[config.mk]
export PLATFORM = sky130hd
export DESIGN_NAME = multdiv_controller
export DESIGN_NICKNAME = d
export VERILOG_FILES = /design/src/rtl/multdiv_controller.sv
export SDC_FILE = /design/constraint.sdc
export NUM_CORES = 1
export LEC_CHECK = 0
export BUFFER_PORTS_ARGS = -buffer_cell sky130_fd_sc_hd__buf_4
export CORE_MARGIN = 2
export CORE_UTILIZATION = 42
export CTS_BUF_LIST = sky130_fd_sc_hd__clkbuf_16
export DETAILED_ROUTE_END_ITERATION = 6
export GPL_ROUTABILITY_DRIVEN = 0
export MAX_ROUTING_LAYER = met4
export PLACE_DENSITY_LB_ADDON = 0.1
export SLEW_MARGIN = 20
export SYNTH_ARGS = -nofsm -noshare
export SYNTH_HDL_FRONTEND = slang
export SYNTH_SLANG_ARGS = --single-unit
[constraint.sdc]
create_clock -name clock -period 1.45 [get_ports clock]
set_input_delay 0.145 -clock clock [delete_from_list [all_inputs] [get_ports clock]]
set_output_delay 0.145 -clock clock [all_outputs]
set_load 0.01 [all_outputs]
[src/rtl/multdiv_controller.sv]
// multdiv_controller: sequences the shared multi-cycle mult/div unit for the execute stage.
// Latency: request cycle + >=1 WAIT cycle + 1 DONE cycle (3 cycles minimum); WAIT is bounded by TIMEOUT.
// Backpressure: stall freezes PC, F/D and D/X while an op is being issued or is in flight.
//
// Ports:
//   clock, reset                 master clock, synchronous active-low reset
//   req_mult, req_div            level requests from the D/X instruction (mult wins if both)
//   flush                        execute redirect; masks a new request, kills an in-flight op
//   op_a, op_b, req_rd           operands and destination register of the requesting instruction
//   unit_ready, unit_exception,
//   unit_result                  completion handshake from the mult/div unit
//   ctrl_mult, ctrl_div          one-cycle start pulse to the unit (first WAIT cycle)
//   unit_a, unit_b               latched operands, stable from issue until the next issue
//   stall, busy                  pipeline freeze / controller not idle
//   result_valid, result,
//   result_rd                    one-cycle result beat; result and result_rd hold until next beat
//   exc_valid, exc_code          exception qualifier (pulse) and $rstatus code (4/5/6, held)
module multdiv_controller #(
  parameter int TIMEOUT = 40,
  parameter int CNT_W   = 6
) (
  input  logic        clock,
  input  logic        reset,
  input  logic        req_mult,
  input  logic        req_div,
  input  logic        flush,
  input  logic [31:0] op_a,
  input  logic [31:0] op_b,
  input  logic [4:0]  req_rd,
  input  logic        unit_ready,
  input  logic        unit_exception,
  input  logic [31:0] unit_result,
  output logic        ctrl_mult,
  output logic        ctrl_div,
  output logic [31:0] unit_a,
  output logic [31:0] unit_b,
  output logic        stall,
  output logic        busy,
  output logic        result_valid,
  output logic [31:0] result,
  output logic [4:0]  result_rd,
  output logic        exc_valid,
  output logic [2:0]  exc_code
);

  typedef enum logic [1:0] {
    S_IDLE = 2'd0,
    S_WAIT = 2'd1,
    S_DONE = 2'd2
  } state_t;

  localparam logic [CNT_W-1:0] CNT_LAST = CNT_W'(TIMEOUT - 1);
  localparam logic [2:0] EXC_MULT    = 3'd4;
  localparam logic [2:0] EXC_DIV     = 3'd5;
  localparam logic [2:0] EXC_TIMEOUT = 3'd6;

  state_t           state, state_nxt;
  logic [CNT_W-1:0] cnt;
  logic             op_is_mult;
  logic [4:0]       rd_q;
  logic             req;
  logic             issue;
  logic             fin_ready;
  logic             fin_timeout;

  always_ff @(posedge clock) begin
    if (!reset) state <= S_IDLE;
    else        state <= state_nxt;
  end

  // WAIT priority: flush kills the op, then a unit completion, then the timeout.
  // A completion landing on the timeout cycle therefore reports the real result.
  always_comb begin
    state_nxt   = state;
    req         = (req_mult | req_div) & ~flush;
    issue       = 1'b0;
    fin_ready   = 1'b0;
    fin_timeout = 1'b0;
    stall       = 1'b0;
    case (state)
      S_IDLE: begin
        stall = req;
        if (req) begin
          issue     = 1'b1;
          state_nxt = S_WAIT;
        end
      end
      S_WAIT: begin
        stall = 1'b1;
        if (flush) begin
          state_nxt = S_IDLE;
        end else if (unit_ready) begin
          fin_ready = 1'b1;
          state_nxt = S_DONE;
        end else if (cnt == CNT_LAST) begin
          fin_timeout = 1'b1;
          state_nxt   = S_DONE;
        end
      end
      // The completing instruction is still in D/X here, so its request level is ignored.
      S_DONE:  state_nxt = S_IDLE;
      default: state_nxt = S_IDLE;
    endcase
    // Keep every output quiet while reset is asserted, even with a request pending.
    if (!reset) stall = 1'b0;
  end

  always_ff @(posedge clock) begin
    if (!reset) begin
      cnt        <= '0;
      op_is_mult <= 1'b0;
      rd_q       <= '0;
      unit_a     <= '0;
      unit_b     <= '0;
      ctrl_mult  <= 1'b0;
      ctrl_div   <= 1'b0;
      result     <= '0;
      result_rd  <= '0;
      exc_code   <= '0;
    end else begin
      ctrl_mult <= 1'b0;
      ctrl_div  <= 1'b0;
      if (issue) begin
        unit_a     <= op_a;
        unit_b     <= op_b;
        rd_q       <= req_rd;
        op_is_mult <= req_mult;
        ctrl_mult  <= req_mult;
        ctrl_div   <= ~req_mult;
        cnt        <= '0;
      end else if (state == S_WAIT && cnt != '1) begin
        cnt <= cnt + CNT_W'(1);
      end
      if (fin_ready) begin
        result    <= unit_exception ? 32'd0 : unit_result;
        exc_code  <= unit_exception ? (op_is_mult ? EXC_MULT : EXC_DIV) : 3'd0;
        result_rd <= rd_q;
      end else if (fin_timeout) begin
        result    <= 32'd0;
        exc_code  <= EXC_TIMEOUT;
        result_rd <= rd_q;
      end
    end
  end

  assign busy         = (state != S_IDLE);
  assign result_valid = (state == S_DONE);
  assign exc_valid    = (state == S_DONE) && (exc_code != 3'd0);

endmodule

Yosys cells after proc, flatten, opt, wreduce, memory -nomap -nowiden
Index checks and enable logic that the tools add are counted.

storage, ports and cells
  flip-flop bits (word level) = 120
  latch bits = 0
  RAM bits = 0
  bits in read-only memories = 0
  output and inout bits = 110
  memories kept = 0

operators by class
  add/subtract/negate cells = 1
  multiply operators = 0
  div/mod/pow operators = 0
  magnitude comparators = 0
  equal/unequal tests = 6
  shifts and indexed selects = 0
  multiplexer cells = 25
  bitwise logic cells = 5
  reductions and logical operators = 9

operators by type and width
  kind                                                 count
  2-to-1 mux 32 bit                                    3
  2-to-1 mux 1 bit                                     11
  2-to-1 mux 5 bit                                     2
  2-to-1 mux 3 bit                                     3
  2-to-1 mux 2 bit                                     4
  adder 6 x 1 -> 6 bit, second input constant          1
  equality test 6 bit, second input constant           1
  != test 6 bit, second input constant                 1
  != test 4 bit, second input constant                 1
  case mux 2 bit (2 select lines)                      1
  AND reduction 2 bit                                  2
  nonzero test 2 bit                                   2
  NOT 1 bit                                            3
  nonzero test 3 bit                                   1
  equality test 2 x 1 -> 1 bit, second input constant  1
  equality test 2 bit, second input constant           1
  logical AND 1 bit                                    2
  zero test 2 bit                                      1
  != test 2 bit, second input constant                 1
  case mux 1 bit (2 select lines)                      1
  OR reduction 2 bit                                   1
  AND 1 bit                                            1
  bitwise OR 1 bit                                     1

Depth between registers and ports, before layout
  depth after elaboration = 7
  mapped depth = 7

Worst setup path after synthesis
Ideal clock, no wire load.

  path type = flip-flop to flip-flop
  from = register cnt[0]
  to = register result[10]
  library setup time = 0.117 ns
  arrival time = 1.356 ns
  data required time = 1.333 ns
  setup slack = -0.023 ns
  cell stages (with the launch flop) = 6
  buffers on the path = 1
  clock period less this slack = 1.473 ns
  cells stage by stage = dfxtp_1 ha_1 nand4bb_4 o211a_4 buf_6 a22o_1

between the ends
  longest elaborated chain between the ends = 6

RTL lines
  what                          line  source
  start, declared               58    logic [CNT_W-1:0] cnt;
  start signal, assigned        132   cnt <= cnt + CNT_W'(1);
  equality test 6 bit           95    end else if (cnt == CNT_LAST) begin
  2-to-1 mux 1 bit              95
  2-to-1 mux 1 bit              92    end else if (unit_ready) begin
  2-to-1 mux 1 bit              90    if (flush) begin
  2-to-1 mux 1 bit              80    case (state)
  nonzero test 2 bit (no line)  -
  end signal, assigned          135   result <= unit_exception ? 32'd0 : unit_result;
  end, declared                 40    output logic [31:0] result,

Every way passes these cells.
A chain may end at the register's enable or synchronous reset.

Worst setup path in the final report
  from = register cnt[0]
  to = register result[3]

Same word-level chain as after synthesis.

==> out/qor.yml <==
result_of_the_run: "finished, final reports clean"
worstPathMaxFanout: 16
yosysWarningCount: 0
synth_top_flop_cell: "dfxtp_1"
route.final.wire_length_mm: 15.6
growth_of_design_area_from_synthesis_to_finish_pct: 75.8
maxCapViolCount: 0
grt_busiest_layer: "met2"
start_util_pct: 42.6
max-clock-path-buffers: 2
hold_path.startpoint: "op_a[24]"
period_share_pct: 97.5
via_per_inst: 5.33
p_comb_share_pct: 13.7
synth.top_cells.by_area: "dfxtp_1 (53%), a21oi_1 (8.0%), nand3_1 (8.0%), o21ai_0 (7.8%), a22o_1 (6.1%)"
grt_start_max_net_pins: 48
hold-path-cell-count: 3
final.setup.worst_slack_ps: 35.7
die_w_um: 108
cts.sink_count: 120
clkSlewWorstSetupHoldPaths_ps: 60
synth_cell_type_count: 47
hold_end: "unit_a[24]"
worst_skew_pair.late_latency_ps: 410
holdCritPathClass: "input port to flop"
min_period_ps: 1410
synth.ff_latch_count: 120
grt_setup_unrepaired: "true"
h-tree-depth: 4
synth-edff-count: 0
stdcell_count: 943
vdd_drop_max_v: 0.000791
report.final.hold_viol_count: 0
ff2ff_setup_slack_ps: 40
synth.most_common_cell: "dfxtp_1"
post_synth_most_frequent_cells: "dfxtp_1 (120), a21oi_1 (73), nand3_1 (73)"
crit_chain: "ha_4 > nand4bb_4 > o211a_4 > a22o_1"
pwr_density_cell_mw_per_mm2: 1140
power.leakage_nw: 3.44
ys_async_sr_fraction_pct: 0
slew_viol_final: 0
io_buffers: 217
seq_power_share_pct: 38.1
cts_made_buffers: 17
headroom_to_the_max_slew_limit_pct: 72.8
switching_power_w: 0.00220
groute.layer.met2.usage_pct: 43.9
nNetsFinal: 899
report.power.total_w: 0.00920
synth_area_per_cell_um2: 9.41
timing.critical_path.to_type: "flop"
detailedPlacementHpwl_mm: 9.09
synth_seq_area_share_pct: 52.5
finalHoldWorstSlack_ps: 11.3
intPower_w: 0.00701
timing.reg2reg.worst_path_depth: 4
swShare_pct: 23.9
tritoncts: "done"
worst_ep_arrival_time_ps: 1700
fp.dieArea_mm2: 0.0117
largest_stage_delay_on_the_critical_path_ps: 360
antennaDiodeCount: 0
grt.met3_usage_pct: 7.41
max_clock_freq_mhz: 707
global_route.usage.met1_pct: 31.2
dpl_worst_slack_ps: -31.9
route.vias.total: 5022
pin_count: 218
grt_use_total_pct: 26.6
filler_cell_count: 772
worst_path_max_delay_cell: "o211a_4"
std_cell_rows: 38
ant_nets: 0
globalRouteOverflowTotal: 0
post_synth_inst_count: 486
type_of_origin_of_the_critical_path: "flop"
post_route_cells_drive_above_1_share_pct: 37.0
drc: 0
synth_top_area_share_pct: 52.5
via_count_of_the_first_global_routing_pass: 4849
path_class: "flop to flop"
clockPowerShare_pct: 48.2
synth_fp_nets: 595
r2r-start: "cnt[0]"
regToRegEndpoint: "result[3]"
clockRootBuffer: "clkbuf_16"
detailedRoute.firstPassIterationCount: 5
place.detailed.instances: 816
wire_per_inst_um: 16.5
netlist.top_cell.by_area: "dfxtp_1"
final.setup_skew_ps: 8.76
grt_pass1_wl_mm: 23.8
floorplan.die.height_um: 108
core_area_mm2: 0.0107
syn_area_mm2: 0.00457
setup_failing_eps_final: 0
grt_antenna_before_repair: 0
drt_first_iter_violations: 311
critical_path_required_ps: 1740
worst-slew-pin-transition_ps: 406
layout by cell type (no fill, tap or decap), types with 4 or more instances in the layout:
| master | count |
|---|---|
| dlygate4sd3_1 | 91 |
| buf_4 | 232 |
| clkbuf_16 | 17 |
| clkinv_4 | 5 |
| nand2_1 | 14 |
| mux2i_1 | 6 |
| a22o_1 | 32 |
| dfxtp_2 | 4 |
| o21ai_0 | 70 |
| bufinv_16 | 4 |
| buf_12 | 6 |
| dfxtp_1 | 115 |
| a21oi_1 | 73 |
| nand3_1 | 72 |
worst max-delay path, delay by kind of cell, from the launching register on:
family                     cells  cell delay (ps)
AOI/OAI and AO/OA              2              620
DFF                            1              350
and+or+nand+nor                1              180
adders and majority gates      1              150
kinds of logic (layout without fill, tap and decap cells):
kind of cell / after synthesis / in the layout / synth area share [%]
simple gates: 110 / 110 / 14.3
compound gates: 196 / 198 / 25.7
fa+ha+maj: 1 / 1 / 0.273
buf+inv: 53 / 368 / 5.88
flops: 120 / 120 / 52.5
mux: 6 / 6 / 1.31
power by group through the flow:
stage	clock network, W	logic [W]	registers (W)
after floorplan	0	0.000401	0.00362
after global placement	0	0.000991	0.00356
after detailed placement	0	0.00101	0.00357
after CTS	0.00448	0.00123	0.00350
after global routing	0.00466	0.00136	0.00352
final	0.00444	0.00126	0.00350
worst max-delay path by stage:
stage          startpoint  slack, ps            to
2_1_floorplan      cnt[0]          8    result[10]
3_3_place_gp       cnt[0]         30     result[2]
3_5_place_dp       cnt[0]        -30    result[16]
4_1_cts            cnt[0]      -0.05  result_rd[4]
5_1_grt          state[0]        -10    result[31]
6_report           cnt[0]         40     result[3]
final cells by class:
cell class | count | area (um^2) | area share (%)
inverter | 3 | 13.8 | 0.171
timing repair buffer | 333 | 2820 | 35.1
tap | 140 | 175 | 2.18
clock buffer | 17 | 425 | 5.29
multi-input combinational | 315 | 1990 | 24.8
clock inverter | 15 | 203 | 2.52
sequential | 120 | 2410 | 30.0
per-layer routing:
| metal | part of all wire, % | vias to the layer above |
|---|---|---|
| met2 | 51 | 193 |
| met4 | 1.9 | 0 |
| met1 | 41 | 2413 |
| met5 | 0 | - |
| li1 | - | 2393 |
| met3 | 6.5 | 23 |
flip-flops by register name, summed over array words and instances (netlist names):
| name | cells |
|---|---|
| cnt | 6 |
| ctrl_div | 1 |
| ctrl_mult | 1 |
| exc_code | 3 |
| op_is_mult | 1 |
| rd_q | 5 |
| result | 32 |
| result_rd | 5 |
| state | 2 |
| unit_a | 32 |
| unit_b | 32 |
timing repair:
action	in CTS	in global routing
endpoints found under the hold margin	90	1
cloned	1	1
pin swaps	2	4
gates resized for setup	10	12
endpoints found under the setup margin	36	48
buffers inserted	2	0
hold buffers	90	1
stage by stage:
step / cell area (um^2) / util, % / TNS [ps]
6_report: 8040 / 74.8 / 0
5_1_grt: 8040 / 74.8 / -40.5
4_1_cts: 7970 / 74.2 / -0.0522
3_5_place_dp: 6380 / 59.4 / -717
3_3_place_gp: 6380 / 59.4 / 0
2_1_floorplan: 4580 / - / 0
Note: power is estimated with default switching activity, not from simulation.
